### config.mk
export PLATFORM = sky130hd
export DESIGN_NAME = robot_position_tracker
export DESIGN_NICKNAME = d
export VERILOG_FILES = /design/src/rtl/robot_position_tracker.sv
export SDC_FILE = /design/constraint.sdc
export NUM_CORES = 1
export LEC_CHECK = 0
export BUFFER_PORTS_ARGS = -buffer_cell sky130_fd_sc_hd__buf_2
export CAP_MARGIN = 20
export CORE_MARGIN = 4
export CORE_UTILIZATION = 59
export DETAILED_ROUTE_END_ITERATION = 7
export GPL_ROUTABILITY_DRIVEN = 0
export GPL_TIMING_DRIVEN = 0
export PLACE_DENSITY = 0.87
export SYNTH_ARGS = -nofsm -noshare
export SYNTH_HDL_FRONTEND = slang
export SYNTH_SLANG_ARGS = --single-unit
### constraint.sdc
create_clock -name clock_50 -period 8.3 [get_ports clock_50]
set_input_delay 0.415 -clock clock_50 [delete_from_list [all_inputs] [get_ports clock_50]]
set_output_delay 0.415 -clock clock_50 [all_outputs]
set_load 0.005 [all_outputs]
### src/rtl/robot_position_tracker.sv
// Robot position tracker: world-side responder to the robot controller.
// Holds the robot pose, executes move commands and re-senses the head and
// left walls from the map ROM after every command.
module robot_position_tracker #(
  parameter int         ROWS         = 10,
  parameter int         COLS         = 20,
  parameter int         START_ROW    = 1,
  parameter int         START_COL    = 1,
  parameter logic [1:0] START_ORIENT = 2'b00
) (
  input  logic        clock_50,
  input  logic        reset_key,
  input  logic        cmd_valid,
  input  logic [1:0]  cmd_code,
  output logic        cmd_ready,
  output logic        cmd_done,
  output logic        collision,
  output logic        map_rd_en,
  output logic [5:0]  map_rd_row,
  output logic [5:0]  map_rd_col,
  input  logic        map_wall,
  output logic [5:0]  robot_row,
  output logic [5:0]  robot_column,
  output logic [1:0]  robot_orientation,
  output logic        head_blocked,
  output logic        left_blocked,
  output logic        sensors_valid,
  output logic [15:0] move_count
);

  localparam logic [5:0] ROW_MAX = 6'(ROWS);
  localparam logic [5:0] COL_MAX = 6'(COLS);

  localparam logic [1:0] OR_N = 2'b00;
  localparam logic [1:0] OR_S = 2'b01;
  localparam logic [1:0] OR_E = 2'b10;
  localparam logic [1:0] OR_W = 2'b11;

  localparam logic [1:0] CMD_FWD   = 2'b00;
  localparam logic [1:0] CMD_LEFT  = 2'b01;
  localparam logic [1:0] CMD_RIGHT = 2'b10;

  typedef enum logic [2:0] {
    Q_HEAD = 3'd0,
    W_HEAD = 3'd1,
    Q_LEFT = 3'd2,
    W_LEFT = 3'd3,
    READY  = 3'd4
  } state_t;

  state_t     state, state_nxt;
  logic [1:0] look_dir;
  logic [5:0] nb_row, nb_col;
  logic       nb_oob;
  logic       accept;

  function automatic logic [1:0] left_of(input logic [1:0] o);
    case (o)
      OR_N:    return OR_W;
      OR_W:    return OR_S;
      OR_S:    return OR_E;
      default: return OR_N;
    endcase
  endfunction

  function automatic logic [1:0] right_of(input logic [1:0] o);
    case (o)
      OR_N:    return OR_E;
      OR_E:    return OR_S;
      OR_S:    return OR_W;
      default: return OR_N;
    endcase
  endfunction

  function automatic logic [15:0] sat_inc(input logic [15:0] v);
    return (v == 16'hFFFF) ? v : v + 16'd1;
  endfunction

  assign accept = cmd_ready & cmd_valid;

  // Neighbour cell: left-hand cell while sensing the left wall, otherwise the cell ahead
  always_comb begin
    look_dir = robot_orientation;
    if (state == Q_LEFT || state == W_LEFT)
      look_dir = left_of(robot_orientation);
    nb_row = robot_row;
    nb_col = robot_column;
    case (look_dir)
      OR_N:    nb_row = robot_row - 6'd1;
      OR_S:    nb_row = robot_row + 6'd1;
      OR_E:    nb_col = robot_column + 6'd1;
      default: nb_col = robot_column - 6'd1;
    endcase
    nb_oob = (nb_row == 6'd0) || (nb_row > ROW_MAX) ||
             (nb_col == 6'd0) || (nb_col > COL_MAX);
  end

  // State register
  always_ff @(posedge clock_50 or negedge reset_key) begin
    if (!reset_key) state <= Q_HEAD;
    else            state <= state_nxt;
  end

  // Next-state: fixed four-cycle sense sequence, then wait for a command
  always_comb begin
    state_nxt = state;
    case (state)
      Q_HEAD:  state_nxt = W_HEAD;
      W_HEAD:  state_nxt = Q_LEFT;
      Q_LEFT:  state_nxt = W_LEFT;
      W_LEFT:  state_nxt = READY;
      READY:   state_nxt = accept ? Q_HEAD : READY;
      default: state_nxt = Q_HEAD;
    endcase
  end

  // Outputs: map reads only for in-map neighbours; suppressed while reset is held
  always_comb begin
    cmd_ready     = (state == READY);
    sensors_valid = (state == READY);
    map_rd_en     = 1'b0;
    map_rd_row    = 6'd0;
    map_rd_col    = 6'd0;
    if (reset_key && (state == Q_HEAD || state == Q_LEFT) && !nb_oob) begin
      map_rd_en  = 1'b1;
      map_rd_row = nb_row;
      map_rd_col = nb_col;
    end
  end

  // Sensor registers: forced blocked off-map, otherwise loaded from the map data
  always_ff @(posedge clock_50 or negedge reset_key) begin
    if (!reset_key) begin
      head_blocked <= 1'b1;
      left_blocked <= 1'b1;
    end else begin
      case (state)
        Q_HEAD:  if (nb_oob)  head_blocked <= 1'b1;
        W_HEAD:  if (!nb_oob) head_blocked <= map_wall;
        Q_LEFT:  if (nb_oob)  left_blocked <= 1'b1;
        W_LEFT:  if (!nb_oob) left_blocked <= map_wall;
        default: ;
      endcase
    end
  end

  // Pose update and completion pulses on command acceptance
  always_ff @(posedge clock_50 or negedge reset_key) begin
    if (!reset_key) begin
      robot_row         <= 6'(START_ROW);
      robot_column      <= 6'(START_COL);
      robot_orientation <= START_ORIENT;
      move_count        <= 16'd0;
      cmd_done          <= 1'b0;
      collision         <= 1'b0;
    end else begin
      cmd_done  <= accept;
      collision <= 1'b0;
      if (accept) begin
        case (cmd_code)
          CMD_FWD: begin
            if (head_blocked) begin
              collision <= 1'b1;
            end else begin
              robot_row    <= nb_row;
              robot_column <= nb_col;
              move_count   <= sat_inc(move_count);
            end
          end
          CMD_LEFT:  robot_orientation <= left_of(robot_orientation);
          CMD_RIGHT: robot_orientation <= right_of(robot_orientation);
          default:   ;
        endcase
      end
    end
  end

endmodule

# Yosys cells after proc, flatten, opt, wreduce, memory -nomap -nowiden
# Index checks and enable logic that the tools add are counted.
# Widths: inputs -> output; s select.
[word_totals] register_bits=37 input_bits=6 output_inout_bits=49 wordCells=76
[classes] n_addsub=5 n_lt_le_gt_ge=2 eq_ne=16 n_mux=18 bitwise_logic=3 n_reduce_logical=23
[ops] op="$pmux 6 s2" count=2
[ops] op="$add 16x1->16 const B" count=1
[ops] op="$eq 16x16->1 const B" count=1
[ops] op="$pmux 3 s5" count=1
[ops] op="$add 6x1->6 const B" count=2
[ops] op="$logic_not 6->1" count=2
[ops] op="$mux 6" count=2
[ops] op="$pmux 2 s3" count=2
[ops] op="$sub 6x1->6 const B" count=2
[ops] op="$reduce_and 3->1" count=3
[ops] op="$eq 2x2->1 const B" count=4
[ops] op="$ne 2x2->1 const B" count=4
[ops] op="$eq 2x1->1 const B" count=3
[ops] op="$eq 3x2->1 const B" count=2
[ops] op="$gt 6x4->1 const B" count=1
[ops] op="$gt 6x5->1 const B" count=1
[ops] op="$logic_not 2->1" count=3
[ops] op="$mux 1" count=6
[ops] op="$reduce_bool 2->1" count=3
[ops] op="$logic_or 1x1->1" count=5
[ops] op="$pmux 1 s2" count=2
[ops] op="$pmux 2 s2" count=1
[ops] op="$reduce_and 4->1" count=1
[ops] op="$eq 3x1->1 const B" count=1
[ops] op="10 further kinds" count=12

# Depth between registers and ports, before layout
[depth] word_depth=12 mapped_depth=15 depth_no_buf=13

# Least setup slack after synthesis
# No wires, ideal clock.
[synth_path] path_type="register to output" startpoint="register robot_orientation[0]" endpoint="output port map_rd_row[2]" t_arrival_ns=3.780 setup_slack_ns=4.105 stages_incl_launch_ff=15 cell_sequence="dfrtp_1 inv_1 ha_1 o21bai_1 mux2i_4 clkbuf_1 nand2b_1 ha_1 a21o_1 a221o_1 a221oi_1 xor2_1 or4b_4 buf_6 a211oi_2"
[synth_between] elab_chain_len=12 word_cells_on_any_way=21 classes_between="order compare: 2; eq/ne: 4; mux: 5; reduce/logical: 10"
[synth_lines] element="from (decl)" line_no="24" source="output logic [1:0] robot_orientation,"
[synth_lines] element="from (signal assigned)" line_no="170" source="CMD_LEFT: robot_orientation <= left_of(robot_orientation);"
[synth_lines] element="from (signal assigned)" line_no="171" source="CMD_RIGHT: robot_orientation <= right_of(robot_orientation);"
[synth_lines] element="$eq 2x1->1, or another cell as far along" line_no="58" source="case (o)"
[synth_lines] element="$pmux 2 s3" line_no="58"
[synth_lines] element="$mux 2 (*)" line_no="84" source="if (state == Q_LEFT || state == W_LEFT)"
[synth_lines] element="$eq 2x1->1 or $logic_not 2->1 (tied branches)" line_no="88" source="case (look_dir)"
[synth_lines] element="$pmux 6 s2 or $reduce_or 2->1 (tied branches)"
[synth_lines] element="$gt 6x4->1, or another cell as far along" line_no="94" source="nb_oob = (nb_row == 6'd0) || (nb_row > ROW_MAX) ||"
[synth_lines] element="$logic_or 1x1->1 or $logic_not 6->1 (tied branches)" line_no="94, 95"
[synth_lines] element="$logic_or 1x1->1" line_no="94"
[synth_lines] element="$logic_or 1x1->1" line_no="95" source="(nb_col == 6'd0) || (nb_col > COL_MAX);"
[synth_lines] element="$logic_not 1->1"
[synth_lines] element="$logic_and 1x1->1" line_no="124" source="if (reset_key && (state == Q_HEAD || state == Q_LEFT) && !nb_oob) begin"
[synth_lines] element="$mux 6 (*)" line_no="124"
[synth_lines] element="to (decl)" line_no="19" source="output logic [5:0] map_rd_row,"
# Every way passes the cells marked *; elsewhere a longest branch is shown, timed or not.

# Final worst setup path
# Same ends and word-level chain as after synthesis.

==> impl_metrics.json <==
{
  "status": "completed",
  "syn_to_final_growth_pct": 18.1,
  "synth_xor_area_share_pct": 10.6,
  "synth_area_um2": 2470,
  "drtIter0Drc": 63,
  "die_area_um2": 5280,
  "synth-simple-area-share_pct": 18.9,
  "endpoint_kind": "primary output",
  "die_x_um": 72.7,
  "ff2ff_path_depth": 14,
  "yosysMostFrequentCell": "dfrtp_1",
  "drv_slew": 0,
  "synth_top_area_cell": "dfrtp_1",
  "rows": 23,
  "synth_edf_count": 0,
  "ir_worst_vdd_uv": 214,
  "r2r-end": "left_blocked",
  "timing.final.crit_share_pct": 62.5,
  "die_y_um": 72.7,
  "wirelength_um": 5280,
  "relSlewSlack_pct": 45.5,
  "drive_above_1_share_pct": 27.6,
  "wl_per_cell_um": 14.3,
  "p_per_area_nw_per_um2": 374,
  "yosysUniqueCellTypes": 58,
  "cts_sinks": 37,
  "cap_violations": 0,
  "cts_hold_buf": 0,
  "post-route-drc-count": 0,
  "cp_common_cell": "ha_1",
  "cpMaxStageDelayCell": "or4b_4",
  "synth.avg_cell_area_um2": 9.56,
  "place.port_buffers": 51,
  "synth_top_family_by_area": "simple AND/OR/NAND/NOR gates",
  "ant_nets": 0,
  "drtPass1Iterations": 4,
  "synth_seq_area_share_pct": 37.7,
  "critPathKind": "reg -> out",
  "finalCriticalPeriod_ns": 5.19,
  "cts_root_buf": "clkbuf_8",
  "r2r_slack_ns": 4.25,
  "clock_path_buffers": 2,
  "max_freq_mhz": 193,
  "synth_top_area_share_pct": 33.5,
  "core_um2": 4030,
  "diodes": 0,
  "grt_start_max_net_pins": 39,
  "ios": 55,
  "path_cells": "inv_1 -> ha_1 -> o21bai_1 -> mux2i_4 -> clkbuf_1 -> nand2b_1 -> ha_1 -> a21o_1 -> a31oi_1 -> xnor2_1 -> mux2i_1 -> o221ai_2 -> or4b_4 -> buf_6 -> a211oi_2 -> buf_2",
  "hold_violations": 0,
  "start_kind": "flop",
  "htree_levels": 2,
  "skew_ns": 0.00344,
  "muxShareOfSynthArea_pct": 4.61,
  "cp_max_fo": 10,
  "crit_family": "compound AO/OA/AOI/OAI gates",
  "tns_ns": 0,
  "p_leak_nw": 1.52,
  "grt_usage_pct": 22.4,
  "antenna_found_initial": 0,
  "grt_pass1_vias": 2051,
  "fillers": 316,
  "setup_violations": 0,
  "worstSkewPairLatency_ns": 0.29,
  "cts_tree": "yes",
  "multiInputGateArea_um2": 1450,
  "via_per_inst": 5.62,
  "initial_utilization_pct": 61.2,
  "synthAdderAreaFrac_pct": 8.72,
  "synthTopCellsByArea": "dfrtp_1 (33%), ha_1 (7.1%), xnor2_1 (6.7%)",
  "ctsResizeCount": 0,
  "rsz0062_at_grt": "false",
  "tightest_slew_ns": 0.817,
  "postLayoutCellArea_um2": 2910,
  "grt_pass1_wl_um": 9300,
  "area.sequential_um2": 931,
  "timing.critical_path.buf_inv": 4,
  "post-cts-setup-buffers": 0,
  "ys_warn_count": 0,
  "ys_async_sr_fraction_pct": 100,
  "fin_util_pct": 72.3,
  "nNetsFinal": 340,
  "worstPathArrival_ns": 4.77,
  "reg2reg_from": "robot_orientation[0]",
  "gr-total-overflow": 0,
  "syn_inst": 258,
  "required_ns": 7.89,
  "num_vias": 2072,
  "synth_flop_cell": "dfrtp_1",
  "synth_compound_area_share_pct": 15.4,
  "min-delay-path-class": "in -> async",
  "slowest_delay_ns": 0.54,
  "hpwl_um": 3950,
  "placed_area_um2": 2790,
  "synthTopCellsByCount": "dfrtp_1 (33), nand2_1 (29), nor2_1 (27), xnor2_1 (19), a21oi_1 (15)",
  "cts.clk_slew.worst_paths_ns": 0.07,
  "synth_seq_cells": 37,
  "cts_made_buffers": 5
}
-- layout by cell type, fill, tap and decap left out, drive strengths merged, types with 8 or more instances in the layout --
cell type,count
buf,57
dfrtp,33
nand2,29
nor2,27
xnor2,19
a21oi,15
ha,14
inv,11
xor2,11
nand3,9
clkbuf,8
-- worst max path at each step --
stage / cells past startpoint / endpoint / startpoint / slack (ns)
global route: 16 / map_rd_row[2] / robot_orientation[0] / 2.74
CTS: 16 / map_rd_row[2] / robot_orientation[0] / 3.16
floorplan: 14 / map_rd_row[2] / robot_orientation[0] / 4.11
finish: 16 / map_rd_row[2] / robot_orientation[0] / 3.11
detailed placement: 16 / map_rd_row[2] / robot_orientation[0] / 3.55
global placement: 16 / map_rd_row[2] / robot_orientation[0] / 3.63
-- metal layers --
layer  track usage (%)  vias up  share of wire [%]
met2              37.1       57                 49
li1                  -     1020                  -
met1              28.4      986                 42
met5                 0        -                  0
met3              5.37        9                6.4
met4              8.40        0                1.8
-- stage by stage --
| stage | hold slack, ns | setup slack, ns | total power, mW | std cells |
|---|---|---|---|---|
| after detailed placement | 0.487 | 3.55 | 0.915 | 361 |
| after floorplan | 0.119 | 4.11 | 0.776 | 260 |
| after global placement | 0.471 | 3.63 | 0.892 | 361 |
| after global routing | 0.284 | 2.74 | 1.19 | 369 |
| after CTS | 0.237 | 3.16 | 1.09 | 369 |
| final | 0.212 | 3.11 | 1.09 | 369 |
-- sequential cells by signal, indices dropped and copies added (netlist names) --
| signal | count |
|---|---|
| collision | 1 |
| head_blocked | 1 |
| robot_row | 6 |
| cmd_done | 1 |
| move_count | 16 |
| robot_orientation | 2 |
| robot_column | 6 |
| state | 3 |
| left_blocked | 1 |
-- final cells by class --
type                       instances  area share [%]
inverter                          11            1.42
sequential                        37            32.0
timing repair buffer              51            8.76
tap                               50            2.15
buffer                             8            1.85
clock buffer                       6            2.84
multi-input combinational        204            49.7
clock inverter                     2            1.29
-- cells by family after synthesis --
| logic type | count (synthesis) |
|---|---|
| adders and majority gates | 16 |
| DFF | 37 |
| AOI/OAI and AO/OA | 51 |
| and+or+nand+nor | 95 |
| buffers and inverters | 19 |
| xor gates and xnor gates | 30 |
| muxes | 9 |
| other | 1 |
-- report_power, final --
group	switching [mW]	internal [mW]
Clock	0.0663	0.0977
Sequential	0.0300	0.207
Combinational	0.395	0.292
Total	0.491	0.597
(Power assumes the default switching activity.)
